==> config.mk <==
export PLATFORM = sky130hd
export DESIGN_NAME = mem_access_ctrl_flat
export DESIGN_NICKNAME = d
export VERILOG_FILES = /design/src/rtl/mem_access_ctrl_if.sv /design/src/rtl/mem_access_ctrl.sv /design/src/flat_wrapper.sv
export SDC_FILE = /design/constraint.sdc
export NUM_CORES = 1
export LEC_CHECK = 0
export ABC_CLOCK_PERIOD_IN_PS = 2000
export CAP_MARGIN = 20
export CELL_PAD_IN_SITES_DETAIL_PLACEMENT = 1
export CELL_PAD_IN_SITES_GLOBAL_PLACEMENT = 2
export CORE_UTILIZATION = 27
export CTS_BUF_LIST = sky130_fd_sc_hd__clkbuf_4
export DETAILED_ROUTE_END_ITERATION = 12
export GPL_ROUTABILITY_DRIVEN = 0
export PLACE_DENSITY_LB_ADDON = 0.1
export SETUP_SLACK_MARGIN = 0.15
export SLEW_MARGIN = 25
export SYNTH_ARGS = -nofsm -noshare
export SYNTH_HDL_FRONTEND = slang
export SYNTH_SLANG_ARGS = --single-unit
==> constraint.sdc <==
create_clock -name clk -period 2 [get_ports clk]
set_input_delay 0.4 -clock clk [delete_from_list [all_inputs] [get_ports clk]]
set_output_delay 0.4 -clock clk [all_outputs]
set_load 0.02 [all_outputs]
==> src/rtl/mem_access_ctrl_if.sv <==
// Memory-stage handshake bundle between the pipeline/data memory and mem_access_ctrl.
// master: the controller's view (drives dmem_* and pipeline results).
// slave:  the environment's view (drives ex_* and the memory response).
interface mem_access_ctrl_if;
  // Pipeline request
  logic        ex_valid;
  logic        ex_mem_read;
  logic        ex_mem_write;
  logic [2:0]  ex_funct3;
  logic [31:0] ex_addr;
  logic [31:0] ex_wdata;
  // Data memory port
  logic        dmem_req;
  logic        dmem_we;
  logic [31:0] dmem_addr;
  logic [3:0]  dmem_be;
  logic [31:0] dmem_wdata;
  logic        dmem_ack;
  logic [31:0] dmem_rdata;
  // Pipeline results
  logic [31:0] load_data;
  logic        load_valid;
  logic        stall;
  logic        err;

  modport master (
    input  ex_valid, ex_mem_read, ex_mem_write, ex_funct3, ex_addr, ex_wdata,
    input  dmem_ack, dmem_rdata,
    output dmem_req, dmem_we, dmem_addr, dmem_be, dmem_wdata,
    output load_data, load_valid, stall, err
  );

  modport slave (
    output ex_valid, ex_mem_read, ex_mem_write, ex_funct3, ex_addr, ex_wdata,
    output dmem_ack, dmem_rdata,
    input  dmem_req, dmem_we, dmem_addr, dmem_be, dmem_wdata,
    input  load_data, load_valid, stall, err
  );
endinterface

==> src/rtl/mem_access_ctrl.sv <==
// Memory-stage access controller: turns an RV32I load/store into a held dmem request,
// aligns/extends the load result and aborts after TIMEOUT_CYCLES WAIT cycles without ack.
// Optional macro MEM_MISALIGN_TRAP_EN: misaligned half/word accesses raise err instead of
// being silently rounded down to natural alignment.
module mem_access_ctrl #(
  parameter int unsigned TIMEOUT_CYCLES = 255
) (
  input logic              clk,
  input logic              rst,
  mem_access_ctrl_if.master bus
);

  typedef enum logic [1:0] {StIdle, StWait, StDone} state_t;

  localparam logic [7:0] TimeoutLast = 8'(TIMEOUT_CYCLES - 1);

  state_t      r_state;
  logic [7:0]  r_cnt;
  logic        r_req;
  logic        r_we;
  logic [31:0] r_addr;
  logic [3:0]  r_be;
  logic [31:0] r_wdata;
  logic [2:0]  r_funct3;
  logic [1:0]  r_off;
  logic [31:0] r_load_data;
  logic        r_load_valid;
  logic        r_err;

  logic        w_req;
  logic        w_f3_ok;
  logic        w_misalign;
  logic        w_align_ok;
  logic        w_accept;
  logic        w_reject;
  logic [1:0]  w_off;
  logic [3:0]  w_be;
  logic [31:0] w_wdata;
  logic [31:0] w_shift;
  logic [31:0] w_load;
  logic        w_timeout;

  // Request decode: legality, alignment, byte lanes and lane-replicated store data
  always_comb begin
    w_req   = bus.ex_valid & (bus.ex_mem_read | bus.ex_mem_write);
    w_f3_ok = bus.ex_mem_read ? (bus.ex_funct3 inside {3'b000, 3'b001, 3'b010, 3'b100, 3'b101})
                              : (bus.ex_funct3 inside {3'b000, 3'b001, 3'b010});
    w_misalign = ((bus.ex_funct3[1:0] == 2'b01) & bus.ex_addr[0]) |
                 ((bus.ex_funct3[1:0] == 2'b10) & (bus.ex_addr[1:0] != 2'b00));
`ifdef MEM_MISALIGN_TRAP_EN
    w_align_ok = ~w_misalign;
`else
    w_align_ok = 1'b1;
`endif
    w_accept = (r_state == StIdle) & w_req & (bus.ex_mem_read ^ bus.ex_mem_write) &
               w_f3_ok & w_align_ok;
    w_reject = (r_state == StIdle) & w_req & ~w_accept;

    // Offset within the word after rounding down to natural alignment
    w_off   = 2'b00;
    w_be    = 4'b1111;
    w_wdata = bus.ex_wdata;
    unique case (bus.ex_funct3[1:0])
      2'b00: begin
        w_off   = bus.ex_addr[1:0];
        w_be    = 4'b0001 << w_off;
        w_wdata = {4{bus.ex_wdata[7:0]}};
      end
      2'b01: begin
        w_off   = {bus.ex_addr[1], 1'b0};
        w_be    = 4'b0011 << w_off;
        w_wdata = {2{bus.ex_wdata[15:0]}};
      end
      default: begin
        w_off   = 2'b00;
        w_be    = 4'b1111;
        w_wdata = bus.ex_wdata;
      end
    endcase
  end

  // Load alignment and sign/zero extension from the registered offset and funct3
  always_comb begin
    w_shift = bus.dmem_rdata >> {r_off, 3'b000};
    unique case (r_funct3)
      3'b000:  w_load = {{24{w_shift[7]}}, w_shift[7:0]};
      3'b001:  w_load = {{16{w_shift[15]}}, w_shift[15:0]};
      3'b100:  w_load = {24'h0, w_shift[7:0]};
      3'b101:  w_load = {16'h0, w_shift[15:0]};
      default: w_load = bus.dmem_rdata;
    endcase
    w_timeout = (r_cnt == TimeoutLast);
  end

  // FSM with registered request fields and one-cycle result/error pulses
  always_ff @(posedge clk or negedge rst) begin
    if (!rst) begin
      r_state      <= StIdle;
      r_cnt        <= 8'd0;
      r_req        <= 1'b0;
      r_we         <= 1'b0;
      r_addr       <= 32'd0;
      r_be         <= 4'd0;
      r_wdata      <= 32'd0;
      r_funct3     <= 3'd0;
      r_off        <= 2'd0;
      r_load_data  <= 32'd0;
      r_load_valid <= 1'b0;
      r_err        <= 1'b0;
    end else begin
      r_load_data  <= 32'd0;
      r_load_valid <= 1'b0;
      r_err        <= 1'b0;
      unique case (r_state)
        StIdle: begin
          if (w_accept) begin
            r_state  <= StWait;
            r_cnt    <= 8'd0;
            r_req    <= 1'b1;
            r_we     <= bus.ex_mem_write;
            r_addr   <= {bus.ex_addr[31:2], 2'b00};
            r_be     <= w_be;
            r_wdata  <= w_wdata;
            r_funct3 <= bus.ex_funct3;
            r_off    <= w_off;
          end else if (w_reject) begin
            r_err <= 1'b1;
          end
        end
        StWait: begin
          if (bus.dmem_ack) begin
            r_state      <= StDone;
            r_req        <= 1'b0;
            r_load_valid <= ~r_we;
            r_load_data  <= r_we ? 32'd0 : w_load;
          end else if (w_timeout) begin
            r_state <= StDone;
            r_req   <= 1'b0;
            r_err   <= 1'b1;
          end else begin
            r_cnt <= r_cnt + 8'd1;
          end
        end
        StDone: begin
          r_state <= StIdle;
        end
        default: begin
          r_state <= StIdle;
        end
      endcase
    end
  end

  // Stall covers the accept cycle combinationally and every WAIT cycle
  always_comb begin
    bus.stall      = w_accept | (r_state == StWait);
    bus.dmem_req   = r_req;
    bus.dmem_we    = r_req & r_we;
    bus.dmem_be    = r_req ? r_be : 4'd0;
    bus.dmem_addr  = r_addr;
    bus.dmem_wdata = r_wdata;
    bus.load_data  = r_load_data;
    bus.load_valid = r_load_valid;
    bus.err        = r_err;
  end

endmodule

==> src/flat_wrapper.sv <==
// flat-port wrapper written by rule: the top's interface ports become plain ports
module mem_access_ctrl_flat 
#(
  parameter int unsigned TIMEOUT_CYCLES = 255
)
  (clk, rst, bus_ex_valid, bus_ex_mem_read, bus_ex_mem_write, bus_ex_funct3, bus_ex_addr, bus_ex_wdata, bus_dmem_ack, bus_dmem_rdata, bus_dmem_req, bus_dmem_we, bus_dmem_addr, bus_dmem_be, bus_dmem_wdata, bus_load_data, bus_load_valid, bus_stall, bus_err);
  mem_access_ctrl_if bus_i ();
  input logic clk;
  input logic rst;
  input wire logic [$bits(bus_i.ex_valid)-1:0] bus_ex_valid;
  input wire logic [$bits(bus_i.ex_mem_read)-1:0] bus_ex_mem_read;
  input wire logic [$bits(bus_i.ex_mem_write)-1:0] bus_ex_mem_write;
  input wire logic [$bits(bus_i.ex_funct3)-1:0] bus_ex_funct3;
  input wire logic [$bits(bus_i.ex_addr)-1:0] bus_ex_addr;
  input wire logic [$bits(bus_i.ex_wdata)-1:0] bus_ex_wdata;
  input wire logic [$bits(bus_i.dmem_ack)-1:0] bus_dmem_ack;
  input wire logic [$bits(bus_i.dmem_rdata)-1:0] bus_dmem_rdata;
  output wire logic [$bits(bus_i.dmem_req)-1:0] bus_dmem_req;
  output wire logic [$bits(bus_i.dmem_we)-1:0] bus_dmem_we;
  output wire logic [$bits(bus_i.dmem_addr)-1:0] bus_dmem_addr;
  output wire logic [$bits(bus_i.dmem_be)-1:0] bus_dmem_be;
  output wire logic [$bits(bus_i.dmem_wdata)-1:0] bus_dmem_wdata;
  output wire logic [$bits(bus_i.load_data)-1:0] bus_load_data;
  output wire logic [$bits(bus_i.load_valid)-1:0] bus_load_valid;
  output wire logic [$bits(bus_i.stall)-1:0] bus_stall;
  output wire logic [$bits(bus_i.err)-1:0] bus_err;
  assign bus_i.ex_valid = bus_ex_valid;
  assign bus_i.ex_mem_read = bus_ex_mem_read;
  assign bus_i.ex_mem_write = bus_ex_mem_write;
  assign bus_i.ex_funct3 = bus_ex_funct3;
  assign bus_i.ex_addr = bus_ex_addr;
  assign bus_i.ex_wdata = bus_ex_wdata;
  assign bus_i.dmem_ack = bus_dmem_ack;
  assign bus_i.dmem_rdata = bus_dmem_rdata;
  assign bus_dmem_req = bus_i.dmem_req;
  assign bus_dmem_we = bus_i.dmem_we;
  assign bus_dmem_addr = bus_i.dmem_addr;
  assign bus_dmem_be = bus_i.dmem_be;
  assign bus_dmem_wdata = bus_i.dmem_wdata;
  assign bus_load_data = bus_i.load_data;
  assign bus_load_valid = bus_i.load_valid;
  assign bus_stall = bus_i.stall;
  assign bus_err = bus_i.err;
  mem_access_ctrl #(.TIMEOUT_CYCLES(TIMEOUT_CYCLES)) u_core (.clk(clk), .rst(rst), .bus(bus_i));
endmodule
# After elaboration in Yosys (flattened, before gate mapping)
# Index checks and enable logic that the tools add are counted.
# classes
reduce_logical	11
n_bitwise	11
shift	3
muxes	28
n_addsub	1
n_eq_ne	14
# ops
op	n
$pmux W32 S4	1
$mux W32	3
$pmux W32 S2	1
$shr A32 B5 Y16	1
$mux W8	3
$pmux W8 S2	1
$eq A3 B3 Y1 const B	4
$mux W1	10
$add A8 B1 Y8 const B	1
$eq A8 B8 Y1 const B	1
$pmux W2 S2	2
$pmux W4 S2	1
$and A1 B1 Y1	6
$eq A3 B1 Y1 const B	2
$logic_not A3 Y1	2
$mux W2	3
$reduce_bool A5 Y1	1
$eq A2 B1 Y1 const B	2
$logic_not A2 Y1	2
$mux W4	1
$ne A2 B2 Y1 const B	2
$pmux W1 S2	2
$reduce_and A2 Y1	2
$reduce_and A4 Y1	1
11 further kinds	13
# totals
inputBits	105
regBits	117
out_inout_bits	105

# Logic depth before layout (Yosys ltp)
# Gate-level depths: netlist of run 1.
# logic_depth
word_depth	10
ltp_mapped	8

# Least setup slack after synthesis of run 1
# OpenSTA, ideal clock, no wires.
# synth_path
kind	input-to-output
from	input bus_ex_mem_write
to	output bus_stall
required_ns	1.600
setup_slack_ns	-0.033
arrival_time_ns	1.633
path_buffers	2
cell_stages	7
cell_sequence	inv_1 ha_1 nor4b_4 o211ai_2 buf_6 clkbuf_1 o21ai_0
# synth_via
elab_chain_cells	6
elab_cells_between_ends	7
classes_between	bitwise: 7
# synth_rtl
item	line	rtl
start: declaration	flat_wrapper.sv:12	input wire logic [$bits(bus_i.ex_mem_write)-1:0] bus_ex_mem_write;
$or A1 B1 Y1	mem_access_ctrl.sv:45	w_req = bus.ex_valid & (bus.ex_mem_read | bus.ex_mem_write);
$and A1 B1 Y1	mem_access_ctrl.sv:45	
$and A1 B1 Y1	mem_access_ctrl.sv:55	w_accept = (r_state == StIdle) & w_req & (bus.ex_mem_read ^ bus.ex_mem_write) &
$and A1 B1 Y1 (*) (2 in a row)	mem_access_ctrl.sv:55	
$or A1 B1 Y1 (*)	mem_access_ctrl.sv:156	bus.stall = w_accept | (r_state == StWait);
end: declaration	flat_wrapper.sv:25	output wire logic [$bits(bus_i.stall)-1:0] bus_stall;
# Every way passes the cells marked *; elsewhere a longest branch is shown, timed or not.

# Worst setup path in the final report of run 1
# layout_path
from	register u_core.r_state[1]
to	output bus_stall
# layout_via
elab_chain_cells	5
elab_cells_between_ends	6
classes_between	eq/ne: 1; bitwise: 4; reduce/logical: 1
# layout_rtl
item	line	rtl
start: declaration	mem_access_ctrl.sv:17	state_t r_state;
start signal: assignment	mem_access_ctrl.sv:98	r_state <= StIdle;
start signal: assignment	mem_access_ctrl.sv:117	r_state <= StWait;
start signal: assignment	mem_access_ctrl.sv:132	r_state <= StDone;
$logic_not A2 Y1	mem_access_ctrl.sv:55	
$and A1 B1 Y1 (3 in a row)	mem_access_ctrl.sv:55	
$or A1 B1 Y1 (*)	mem_access_ctrl.sv:156	
# Marks and branches as above.

==> results of run 1 <==
==> power groups by stage <==
stage | registers (mW) | logic (mW) | clock network, mW
floorplan | 3.87 | 1.11 | 0
global placement | 3.32 | 3.34 | 0
detailed placement | 3.36 | 3.40 | 0
CTS | 3.29 | 3.27 | 2.06
global route | 3.39 | 3.53 | 2.14
finish | 3.29 | 3.29 | 1.97
==> flip-flops by register name, summed over array words and instances (netlist names), 2 cells and up <==
| register | cells |
|---|---|
| u_core.r_off | 2 |
| u_core.bus.dmem_addr | 30 |
| u_core.r_state | 2 |
| u_core.bus.load_data | 32 |
| u_core.r_funct3 | 3 |
| u_core.r_cnt | 8 |
| u_core.bus.dmem_wdata | 32 |
| u_core.r_be | 4 |
==> repair_timing <==
item / CTS / global route
endpoints found under the hold margin: 117 / 0
setup buffers: 7 / 1
gates cloned: 7 / 2
setup endpoints to repair: 175 / 67
hold buffers: 1 / 0
pin swaps: 2 / 1
resized for setup: 156 / 17
==> how the worst min path moves through the flow <==
stage	end	cells past startpoint	from
after floorplan	u_core.bus.dmem_addr[10]	0	rst
after global placement	u_core.r_be[2]	2	u_core.r_be[2]
after detailed placement	u_core.r_be[3]	2	u_core.r_be[3]
after CTS	u_core.r_we	3	bus_ex_mem_write
after global routing	u_core.r_we	3	bus_ex_mem_write
final	u_core.r_we	3	bus_ex_mem_write
==> per-stage QoR <==
step | area [um^2] | power [mW]
after global placement | 7790 | 6.66
after global routing | 8440 | 9.06
after floorplan | 5350 | 4.98
after detailed placement | 7790 | 6.76
after CTS | 8340 | 8.63
final | 8440 | 8.55
==> layout make-up <==
| cell class | instances | area [um^2] |
|---|---|---|
| Fill cell | 2136 | 10600 |
| Sequential cell | 117 | 2930 |
| Timing Repair Buffer | 246 | 2540 |
| Multi-Input combinational cell | 312 | 2300 |
| Tap cell | 260 | 325 |
| Clock inverter | 15 | 186 |
| Clock buffer | 17 | 128 |
| Inverter | 8 | 30.0 |
| Antenna cell | 1 | 2.50 |
==> kinds of logic after synthesis <==
kind of cell / after synthesis / synth area share, %
AOI/OAI and AO/OA: 119 / 13.1
buffers and inverters: 38 / 3.53
adders and majority gates: 3 / 0.707
other: 1 / 0.0706
xor gates and xnor gates: 2 / 0.330
muxes: 77 / 16.9
and+or+nand+nor: 109 / 10.2
DFF: 117 / 55.1
==> critical path, cell delays in order, from the launching register on <==
cell and delay, ns:
dfrtp_1 0.44, nor4b_4 0.35, o211ai_4 0.14, o21ai_4 0.08
buf_6 0.13
==> placed cells by master, fill, tap and decap left out, types with 12 or more instances in the layout <==
cell type,count
buf_4,22
mux2_4,20
clkbuf_4,17
clkdlybuf4s50_1,100
dfrtp_1,116
o21ai_1,12
o21ai_0,49
dlygate4sd2_1,99
nor2_1,14
a21oi_1,23
mux2_2,23
nand2_1,56
mux2i_1,34
==> metal layers <==
metal | share of wire [%] | track usage (%)
met2 | 48 | 31.9
met3 | 5.9 | 5.11
met4 | 2.2 | 7.02
met5 | 0 | 0
met1 | 44 | 22.9
==> results by group, run 1 <==
Logic synthesis
  – Synth Cell Area: around 5300 um^2
  – Sequential-to-total area share from yosys stat: a little under three fifths
  – Synth area leader: dfrtp_1
  – Synth top cells by count: 117 x dfrtp_1, 62 x o21ai_0, 59 x nand2_1
  – Yosys warns: 0
  – Synth Flop Type: dfrtp_1
  – Post-synth cell types: 50
  – Leading cell type by number of instances after synthesis: dfrtp_1
  – FFs w/ async S/R, synth: 100%
  – Post-synth EDFFs: 0
  – Main area contributors after synthesis: dfrtp_1 55%, mux2i_1 6.4%, o21ai_0 5.8%
  – Mean Syn Cell Area: 11.4 um^2
  – #FFs+latches synth: around 120
  – Gate Count Post-Synth: 466
  – Synth top area share: between 50% and 60%

Power
  – Pwr Density: 1010 nW/um^2
  – Comb power frac: 38.4%
  – Clock network power share: between 20% and 30%
  – Sw Ratio: 36.1%
  – Pint: around 5.5 mW
  – Worst-case vdd ir drop: roughly 0.00046 V
  – LEAKAGE: between 4 and 5 nW
  – Sequential share of power: roughly 39%
  – Switching pwr: about 3 mW

Floorplanning
  – Placeable Area: about 19000 um^2
  – Io pins: 210
  – Die W: roughly 140 um
  – Initial Utilization: between 20% and 30%
  – Num rows: 50
  – Die area: ~20000 um^2
  – DIE HEIGHT: 142 um

Clock tree
  – Cts bufs inserted: 17
  – H-tree Lvls: 4
  – Root buffer selected by CTS: clkbuf_4
  – CTS sink count: 117
  – TritonCTS clock tree: done
  – Clk pin slew, worst setup/hold paths: around 0.12 ns
  – Worst skew pair latency: 0.54 ns
  – Max Root-Sink Buffers: 2

Worst setup path
  – Startpoint Class: flip-flop
  – R2r worst-path depth: 6
  – Reg-to-reg slack, setup: around 0.060 ns
  – Worst flop-to-flop path startpoint: u_core.r_state[1]
  – Crit-path max FO: 2
  – Crit end category: primary output
  – Arrival @ worst endpoint: 1.68 ns
  – Req. time, crit path: 1.60 ns
  – Worst setup endpoint: bus_stall
  – Critical path origin: u_core.r_state[1]
  – CP Class: reg -> out
  – RR Endpoint: u_core.bus.dmem_addr[16]

Layout
  – Final core utilization: 44.4%
  – Final Non-Filler Cells: around 1000
  – Layout area overhead: 58.9%
  – Share of cells above drive strength 1: between 20% and 30%
  – Nets: slightly above 800

Job
  – Max-cap violations: 0

Placed design
  – Hpwl dp: between 10 and 15 mm
  – Placed insts: 925
  – DP Worst Slack: -0.721 ns
  – Quantity of I/O buffers inserted on ports: roughly 210

Outcome
  – Failing checks: negative setup slack
  – Run status: complete, but fails checks

STA
  – Relative slew slack: 51.8%
  – Post-route setup TNS: -0.0802 ns
  – Hold slack: between 0.3 and 0.4 ns
  – # setup viols final: 1
  – Worst Clk Skew: 0.0174 ns
  – Max Transition Viols Final: 0
  – Worst setup slack after layout: -0.0802 ns
  – Final Hold Fails: 0
  – Fmax: roughly 0.48 GHz
  – Slew @ Worst Pin: about 0.72 ns
  – Crit share post-route: 104%
  – RSZ-0062 raised after global routing: true
  – Fin crit period: ~2.1 ns

GRT
  – Initial antenna violation count: 1
  – Total gr overflow: 0
  – GRT Total Usage: between 10% and 20%
  – First-pass GRT wire length: 28.5 mm
  – Largest net degree at the start of global routing: ~120
  – Vias in the first global route: between 5k and 6k

Min path
  – Hold crit path type: in -> reg

Drt
  – Via density per instance: between 4 and 5
  – Final WL: roughly 18 mm
  – DRT antenna net count: 0
  – Drt pass-1 iters: 4
  – Routed wire per std cell: between 15 and 20 um
  – Detailed-route via count: ~4.5k
  – DRC viols: 0
  – First DRT Iteration DRCs: about 160
No activity file was read; power rests on OpenSTA's default activity.
==> inputs of run 2 (changes only) <==
--- a/config.mk
+++ b/config.mk
@@ -13,6 +13,7 @@
 export CTS_BUF_LIST = sky130_fd_sc_hd__clkbuf_4
 export DETAILED_ROUTE_END_ITERATION = 12
 export GPL_ROUTABILITY_DRIVEN = 0
+export HOLD_SLACK_MARGIN = 0.05
 export PLACE_DENSITY_LB_ADDON = 0.1
 export SETUP_SLACK_MARGIN = 0.15
 export SLEW_MARGIN = 25
==> results of run 2 <==
The final DEF is identical to that of run 1; final timing and power are the same.
